File: src/rtl/soc_io_pkg.sv
// Shared types and constants for the IO peripheral bus controller and its decoder.
package soc_io_pkg;

  typedef enum logic [1:0] {
    IO_IDLE,
    IO_SETUP,
    IO_STROBE,
    IO_HOLD
  } io_state_t;

  typedef enum logic {
    IO_DIR_RD,
    IO_DIR_WR
  } io_dir_t;

  localparam logic [3:0]  IO_PORT_A        = 4'h0;
  localparam logic [3:0]  IO_UART          = 4'h1;
  localparam logic [31:0] IO_TIMEOUT_RDATA = 32'hFFFF_FFFF;

endpackage

File: src/rtl/io_dev_decode.sv
// Device index to one-hot-low chip select decode, with a flag for mapped indices.
module io_dev_decode #(
  parameter int NUM_DEV = 16
) (
  input  logic [3:0]         idx,
  output logic [NUM_DEV-1:0] cs_n,
  output logic               valid
);

  always_comb begin
    cs_n  = '1;
    valid = 1'b0;
    for (int unsigned i = 0; i < NUM_DEV; i++) begin
      if (idx == 4'(i)) begin
        cs_n[i] = 1'b0;
        valid   = 1'b1;
      end
    end
  end

endmodule

File: src/rtl/io_bus_ctrl.sv
// Sequences CPU IO accesses onto the byte-wide strobed peripheral bus.
// Optional strobe timeout/abort with sticky bus_err: define IO_BUS_TIMEOUT_EN.
module io_bus_ctrl
  import soc_io_pkg::*;
#(
  parameter int NUM_DEV        = 16,
  parameter int WAIT_STATES    = 2,
  parameter int TIMEOUT_CYCLES = 255
) (
  input  logic                 clk,
  input  logic                 reset,
  input  logic                 io_sel,
  input  logic [7:0]           addr,
  input  logic [3:0]           wmask,
  input  logic [31:0]          wdata,
  input  logic                 rstrb,
  output logic [31:0]          rdata,
  output logic                 rbusy,
  output logic                 wbusy,
  output logic [NUM_DEV-1:0]   dev_cs_n,
  output logic [3:0]           dev_addr,
  output logic [7:0]           dev_wdata,
  output logic                 dev_rd_n,
  output logic                 dev_wr_n,
  input  logic [NUM_DEV*8-1:0] dev_rdata,
  input  logic                 dev_ready,
  output logic                 bus_err
);

  io_state_t          state_q, state_d;
  io_dir_t            dir_q, dir_d;
  logic [7:0]         addr_q, addr_d;
  logic [7:0]         wdata_q, wdata_d;
  logic [15:0]        cnt_q, cnt_d;
  logic [31:0]        rdata_q, rdata_d;
  logic [NUM_DEV-1:0] cs_dec_n;
  logic               dev_valid;
  logic [7:0]         rd_byte;
  logic               unused_wdata;

  assign unused_wdata = ^wdata[31:8];

  // Decode from the next-cycle address so the registered cs lines up with SETUP.
  io_dev_decode #(.NUM_DEV(NUM_DEV)) u_decode (
    .idx   (addr_d[7:4]),
    .cs_n  (cs_dec_n),
    .valid (dev_valid)
  );

  always_comb begin
    rd_byte = '0;
    for (int unsigned i = 0; i < NUM_DEV; i++) begin
      if (addr_q[7:4] == 4'(i)) rd_byte = dev_rdata[8*i +: 8];
    end
  end

`ifdef IO_BUS_TIMEOUT_EN
  logic err_q, err_d;
`endif

  always_comb begin
    state_d = state_q;
    dir_d   = dir_q;
    addr_d  = addr_q;
    wdata_d = wdata_q;
    cnt_d   = cnt_q;
    rdata_d = rdata_q;
`ifdef IO_BUS_TIMEOUT_EN
    err_d   = err_q;
`endif
    case (state_q)
      IO_IDLE: begin
        if (io_sel && (wmask != 4'b0000)) begin
          dir_d   = IO_DIR_WR;
          addr_d  = addr;
          wdata_d = wdata[7:0];
          state_d = IO_SETUP;
        end else if (io_sel && rstrb) begin
          dir_d   = IO_DIR_RD;
          addr_d  = addr;
          state_d = IO_SETUP;
        end
      end
      IO_SETUP: begin
        cnt_d   = '0;
        state_d = IO_STROBE;
      end
      IO_STROBE: begin
        if (cnt_q != '1) cnt_d = cnt_q + 16'd1;
        if (dev_ready && (int'(cnt_q) >= WAIT_STATES - 1)) begin
          state_d = IO_HOLD;
          if (dir_q == IO_DIR_RD) rdata_d = dev_valid ? {24'b0, rd_byte} : '0;
        end
`ifdef IO_BUS_TIMEOUT_EN
        else if (!dev_ready && (int'(cnt_q) >= TIMEOUT_CYCLES - 1)) begin
          state_d = IO_HOLD;
          err_d   = 1'b1;
          if (dir_q == IO_DIR_RD) rdata_d = IO_TIMEOUT_RDATA;
        end
`endif
      end
      IO_HOLD: state_d = IO_IDLE;
      default: state_d = IO_IDLE;
    endcase
  end

  // Bus outputs are registered from the next state so they track the state register.
  always_ff @(posedge clk or posedge reset) begin
    if (reset) begin
      state_q  <= IO_IDLE;
      dir_q    <= IO_DIR_RD;
      addr_q   <= '0;
      wdata_q  <= '0;
      cnt_q    <= '0;
      rdata_q  <= '0;
      dev_cs_n <= '1;
      dev_rd_n <= 1'b1;
      dev_wr_n <= 1'b1;
      rbusy    <= 1'b0;
      wbusy    <= 1'b0;
    end else begin
      state_q  <= state_d;
      dir_q    <= dir_d;
      addr_q   <= addr_d;
      wdata_q  <= wdata_d;
      cnt_q    <= cnt_d;
      rdata_q  <= rdata_d;
      dev_cs_n <= (state_d != IO_IDLE) ? cs_dec_n : '1;
      dev_rd_n <= !((state_d == IO_STROBE) && (dir_d == IO_DIR_RD));
      dev_wr_n <= !((state_d == IO_STROBE) && (dir_d == IO_DIR_WR));
      rbusy    <= (state_d != IO_IDLE) && (dir_d == IO_DIR_RD);
      wbusy    <= (state_d != IO_IDLE) && (dir_d == IO_DIR_WR);
    end
  end

`ifdef IO_BUS_TIMEOUT_EN
  always_ff @(posedge clk or posedge reset) begin
    if (reset) err_q <= 1'b0;
    else       err_q <= err_d;
  end
  assign bus_err = err_q;
`else
  assign bus_err = 1'b0;
`endif

  assign rdata     = rdata_q;
  assign dev_addr  = addr_q[3:0];
  assign dev_wdata = wdata_q;

endmodule
File: config.mk
export PLATFORM = sky130hd
export DESIGN_NAME = io_bus_ctrl
export DESIGN_NICKNAME = d
export VERILOG_FILES = /design/src/rtl/soc_io_pkg.sv /design/src/rtl/io_dev_decode.sv /design/src/rtl/io_bus_ctrl.sv
export SDC_FILE = /design/constraint.sdc
export NUM_CORES = 1
export LEC_CHECK = 0
export CAP_MARGIN = 0
export CORE_MARGIN = 2
export CORE_UTILIZATION = 43
export CTS_CLUSTER_SIZE = 25
export DETAILED_ROUTE_END_ITERATION = 10
export PLACE_DENSITY = 0.87
export SETUP_SLACK_MARGIN = 0.2
export SLEW_MARGIN = 20
export SYNTH_ARGS = -nofsm -noshare
export SYNTH_HDL_FRONTEND = slang
export SYNTH_HIERARCHICAL = 1
export SYNTH_SLANG_ARGS = --single-unit
File: constraint.sdc
create_clock -name clk -period 6 [get_ports clk]
set_input_delay 1.2 -clock clk [delete_from_list [all_inputs] [get_ports clk]]
set_output_delay 1.2 -clock clk [all_outputs]
set_load 0.02 [all_outputs]
---- Word-level counts from Yosys, hierarchy flattened ----
Index checks and enable logic that the tools add are counted.
storage, ports and cells
  memories kept ........................... 0
  memory bits (writable) .................. 0
  register bits after elaboration ......... 87
  output and inout port bits .............. 65
  logic and storage cells ................. 134
  input bits .............................. 177
  ROM bits ................................ 0
  latch bits .............................. 0
cells by class
  bitwise logic cells ..................... 2
  div/mod/pow operators ................... 0
  reduce and logical (&&, ||, !) cells .... 20
  shift operators ......................... 0
  $mul .................................... 0
  equal/unequal tests ..................... 36
  magnitude comparators ................... 1
  multiplexer cells ....................... 62
  $add $sub $neg .......................... 1
operators by type and width
  operator                                                                              number
  8-bit two-way mux                                                                     20
  4-bit equality test, second input constant                                            16
  1-bit two-way mux                                                                     35
  4-bit by 3-bit equality test with 1-bit output, second input constant                 8
  16-bit two-way mux                                                                    2
  16-bit case mux with 2 select lines                                                   1
  16-bit by 1-bit adder with 16-bit output, second input constant                       1
  4-bit by 2-bit equality test with 1-bit output, second input constant                 4
  16-bit by 1-bit greater-or-equal comparator with 1-bit output, second input constant  1
  16-bit != test, second input constant                                                 1
  4-bit by 1-bit equality test with 1-bit output, second input constant                 2
  4-bit logical NOT                                                                     2
  2-bit case mux with 4 select lines                                                    1
  1-bit logical AND                                                                     7
  2-bit equality test, second input constant                                            3
  2-bit two-way mux                                                                     3
  2-bit AND reduction                                                                   3
  2-bit nonzero test                                                                    3
  4-bit nonzero test                                                                    1
  3-bit AND reduction                                                                   1
  2-bit by 1-bit equality test with 1-bit output, second input constant                 1
  1-bit logical NOT                                                                     2
  2-bit logical NOT                                                                     1
  2-bit != test, second input constant                                                  1
  1-bit NOT                                                                             2

---- Logic depth before layout (Yosys ltp) ----
  depth in word-level cells ............... 22
  depth in mapped cells ................... 8
  mapped depth without buffers ............ 7

---- Cells and area by module ----
The synthesis kept the hierarchy.
modules (own cells, without submodules)
  module         area each (µm²)  cells an instance  times used
  io_bus_ctrl    4287.9           448                1
  io_dev_decode  197.7            22                 1

---- Worst setup path before layout ----
No wires, ideal clock.
  path kind ............................... input port to flip-flop
  start ................................... in wmask[1]
  end ..................................... reg dev_cs_n[4]
  arrival ................................. 2.923 ns
  setup time .............................. 0.084 ns
  path slack .............................. 2.992 ns
  path buffers ............................ 1
  stages .................................. 6
  cells stage by stage .................... nor4_2 -> o21ai_2 -> mux2_2 -> buf_6 -> or4b_4 -> or2_2
on the way
  cells in the longest elaborated chain, start to end .. 7
ends and longest elaborated chain
  what                                            line                 RTL
  from (decl)                                     io_bus_ctrl.sv:14    input logic [3:0] wmask,
  4-bit nonzero test                              io_bus_ctrl.sv:73    if (io_sel && (wmask != 4'b0000)) begin
  1-bit logical AND                               io_bus_ctrl.sv:73
  8-bit two-way mux                               io_bus_ctrl.sv:73
  8-bit two-way mux                               io_bus_ctrl.sv:71    case (state_q)
  via addr_d[7]                                   io_bus_ctrl.sv:32    logic [7:0] addr_q, addr_d;
  4-bit by 3-bit equality test with 1-bit output  io_dev_decode.sv:14  if (idx == 4'(i)) begin
  1-bit two-way mux                               io_dev_decode.sv:14
  via cs_dec_n[4]                                 io_bus_ctrl.sv:36    logic [NUM_DEV-1:0] cs_dec_n;
  16-bit two-way mux                              io_bus_ctrl.sv:128   dev_cs_n <= (state_d != IO_IDLE) ? cs_dec_n : '1;
  to (signal assigned)                            io_bus_ctrl.sv:128
  to (decl)                                       io_bus_ctrl.sv:20    output logic [NUM_DEV-1:0] dev_cs_n,
The timed path passes the listed nets, and every way through them passes these cells.
A chain may end at the register's enable or synchronous reset.

---- Worst setup path in the final report ----
  start ................................... in io_sel
  end ..................................... reg dev_cs_n[4]
on the way
  cells in the longest elaborated chain, start to end .. 7
ends and longest elaborated chain
  what                                                line                 RTL
  from (decl)                                         io_bus_ctrl.sv:12    input logic io_sel,
  1-bit logical AND                                   io_bus_ctrl.sv:78    end else if (io_sel && rstrb) begin
  8-bit two-way mux                                   io_bus_ctrl.sv:78
  8-bit two-way mux (*)                               io_bus_ctrl.sv:73
  8-bit two-way mux (*)                               io_bus_ctrl.sv:71
  via addr_d[5]                                       io_bus_ctrl.sv:32
  4-bit by 3-bit equality test with 1-bit output (*)  io_dev_decode.sv:14
  1-bit two-way mux (*)                               io_dev_decode.sv:14
  via cs_dec_n[4]                                     io_bus_ctrl.sv:36
  16-bit two-way mux (*)                              io_bus_ctrl.sv:128
Mark *: on every way through the listed nets, which the timed path passes. The rest lies on a longest branch. The select of a mux whose other input is x is not followed.

==> flow_metrics.tcl <==
set metrics [dict create \
    syn_inst 470 \
    tritoncts "yes" \
    layout_commonest_cell "sky130_fd_sc_hd__clkdlybuf4s50_1" \
    place_congestion 0.925 \
    number_of_global_route_vias_before_repair 4443 \
    layout.cells.most_common_list "sky130_fd_sc_hd__clkdlybuf4s50_1 (192), sky130_fd_sc_hd__dfrtp_1 (44), sky130_fd_sc_hd__nor2_1 (30)" \
    place_worst_setup_slack_ns 2.31 \
    drt-pass1-iter-count 5 \
    worst_slew_pin_slew_ns 1.04 \
    clkLatencyLatePin_ns 0.36 \
    r2r_slack_ns 3.26 \
    post-route-worst-setup-slack_ns 2.70 \
    worst_hold_path_class "reg -> reg" \
    grt_antenna_before_repair 0 \
    postSynth.asyncResetShare_pct 100 \
    layout_cells_sized_above_1_pct 14.8 \
    finalWirelength_mm 14.8 \
    comb_power_share_pct 57.6 \
    synth.cell_area_sq_um 4490 \
    wire_length_of_the_first_global_routing_pass_mm 23.0 \
    setup_viol 0 \
    ant_nets 0 \
    io_pins 242 \
    ctsHoldBuffers 0 \
    net-switching-power_uw 1200 \
    cts.root.buffer_cell "sky130_fd_sc_hd__clkbuf_8" \
    cp_data_arrival_time_ns 3.59 \
    setup-tns-final_ns 0 \
    power_frac_seq_pct 26.9 \
    static_leakage_uw 0.00257 \
    grt_use_total_pct 26.3 \
    area_share_of_the_largest_cell_type_after_synthesis_pct 25.1 \
    timing_worst_setup_path_type "in -> reg" \
    seq_area_sq_um 1600 \
    timing.critical_path.to_type "flop" \
    outcome "complete, no violations" \
    multi_input_comb_area_sq_um 2520 \
    clock-skew-final_ns 0.00970 \
    cts.sink_count 63 \
    seq_area_frac_synth_pct 35.6 \
    initialDrtViolationCount 318 \
    vias_per_cell 5.72 \
    yosysWarningCount 6 \
    rows 37 \
    stdcell_count 780 \
    placedCellCount 764 \
    crit_required_ns 6.29 \
    dr_total_vias 4459 \
    synth-edff-count 0 \
    grt_setup_unrepaired "false" \
    cts_max_path_buffers 2 \
    place.detailed.hpwl_mm 11.1 \
    fill_cells 835 \
    switching_share_pct 43.7 \
    grt-ovfl-total 0 \
    std_cell_core_area_sq_um 10200 \
    floorplan.die_area_sq_um 11300 \
    crit_end "dev_cs_n[4]" \
    timing.fmax_mhz 303 \
    period_minus_slack_ns 3.30 \
    r2r_cells 6 \
    layout-area-overhead-vs-synth_pct 45.4 \
    postSynth.topFlopCell "sky130_fd_sc_hd__dfrtp_1" \
    beginning_of_the_worst_register_to_register_path "addr_q[5]" \
    yosys.cell_types.count 73 \
    power_density_over_the_cells_nw_per_um2 421 \
    routedWlPerCell_um 18.9 \
    max_slew_margin_pct 30.7 \
    postSynthRegisterBits 63 \
    drv_cap 0 \
    die_width_um 106 \
    finalCritPeriodShare_pct 55.1 \
    synth_top_area_cell "sky130_fd_sc_hd__dfrtp_1" \
    insertedDiodeCount 0 \
    h-tree-depth 3 \
    cts_made_buffers 9 \
    fp.dieH_um 106 \
    drc 0 \
    internal-power_uw 1540 \
    hold_viol_final 0 \
    power.ir.vdd_worst_mv 0.273 \
    synthTopCellsByArea "sky130_fd_sc_hd__dfrtp_1 (25%), sky130_fd_sc_hd__dfstp_2 (11%), sky130_fd_sc_hd__mux2_2 (6.3%), sky130_fd_sc_hd__buf_4 (6.0%), sky130_fd_sc_hd__mux2i_1 (3.6%)" \
    critical_path.startpoint "io_sel" \
    rr_endpoint "rdata[2]" \
    initial_utilization_pct 43.8 \
    grt_start_max_net_pins 66 \
    post_cts_setup_bufs 0 \
    cts_resized 0 \
    pwr-share-clk_pct 15.5 \
    post_synth.cell_area_avg_sq_um 9.54 \
    critical_path.max_fanout 17 \
    start_kind "input port" \
    clk_pin_slew_ns 0.08 \
    num-nets-final 822 \
    place.port_buffers 192 \
    drv_slew 0 \
]
[synth_stat cells, types with 7 or more instances]
cell type	instances
sky130_fd_sc_hd__clkbuf_1	14
sky130_fd_sc_hd__nor2b_1	8
sky130_fd_sc_hd__mux2_2	25
sky130_fd_sc_hd__o21ai_0	17
sky130_fd_sc_hd__nand3_1	21
sky130_fd_sc_hd__nor2_1	30
sky130_fd_sc_hd__or2_2	15
sky130_fd_sc_hd__buf_2	7
sky130_fd_sc_hd__dfstp_2	18
sky130_fd_sc_hd__o22ai_1	8
sky130_fd_sc_hd__nand4_1	9
sky130_fd_sc_hd__nand2_1	27
sky130_fd_sc_hd__buf_4	36
sky130_fd_sc_hd__a21oi_1	12
sky130_fd_sc_hd__mux2i_1	16
sky130_fd_sc_hd__dfrtp_1	45
sky130_fd_sc_hd__inv_1	12
sky130_fd_sc_hd__a22oi_1	12
[layer usage]
| layer | share of wire (%) | vias to the layer above | GRT usage, % | wire, um |
|---|---|---|---|---|
| met5 | 0 | - | 0 | 0 |
| met4 | 4.0 | 0 | 12.2 | 597 |
| met3 | 9.9 | 43 | 8.03 | 1450 |
| met2 | 47 | 231 | 43.3 | 6980 |
| li1 | - | 2032 | - | - |
| met1 | 39 | 2153 | 31.6 | 5730 |
[worst max-delay path, stage by stage]
cell	delay [ns]
sky130_fd_sc_hd__clkdlybuf4s50_1	0.48
sky130_fd_sc_hd__nand2_1	0.08
sky130_fd_sc_hd__o21ai_2	0.45
sky130_fd_sc_hd__mux2_2	0.52
sky130_fd_sc_hd__or4b_4	0.55
sky130_fd_sc_hd__or2_2	0.30
[registers in the layout, indices dropped and copies added, names as in the netlist]
| signal | count |
|---|---|
| dev_wr_n | 1 |
| wbusy | 1 |
| addr_q | 8 |
| dir_q | 1 |
| dev_wdata | 8 |
| state_q | 2 |
| rdata | 8 |
| cnt_q | 16 |
| dev_cs_n | 16 |
| rbusy | 1 |
| dev_rd_n | 1 |
[worst min path at each step]
stage               cells past startpoint  startpoint  endpoint  slack, ns
detailed placement                      2    rdata[2]  rdata[2]       0.47
CTS                                     2    rdata[2]  rdata[2]       0.48
finish                                  2    rdata[2]  rdata[2]       0.48
floorplan                               1    cnt_q[7]  cnt_q[7]       0.48
global placement                        2    rdata[4]  rdata[4]       0.47
global route                            1    rdata[3]  rdata[3]       0.51
[logic make-up after synthesis]
group | Yosys count | synth area share (%)
mux | 46 | 12.4
fa+ha+maj | 6 | 1.67
compound gates | 98 | 15.6
xor+xnor | 2 | 0.391
other cells | 2 | 0.167
simple gates | 178 | 24.0
buf+inv | 75 | 10.2
flops | 63 | 35.6
[per-stage QoR]
step	total power [uW]	instance area, sq um	hold WS, ns	utilization (%)
after floorplan	1830	4580	0.482	-
after global placement	2250	6290	0.466	61.5
after detailed placement	2300	6290	0.468	61.5
after CTS	2740	6520	0.484	63.7
after global routing	2910	6520	0.506	63.7
final	2740	6520	0.481	63.7
[layout make-up]
cell class	count	share of cell area [%]
Clock buffer	10	2.11
Clock inverter	6	1.44
Inverter	14	0.806
Multi-Input combinational cell	356	38.7
Sequential cell	63	24.5
Tap cell	136	2.61
Timing Repair Buffer	195	29.8
[power by group through the flow]
stage                     Clock (uW)  Combinational [uW]  Sequential, uW
after floorplan                    0                1060             765
final                            426                1580             737
after global placement             0                1520             729
after global routing             455                1700             755
after CTS                        437                1570             734
after detailed placement           0                1560             739
No activity file was read; power rests on OpenSTA's default activity.
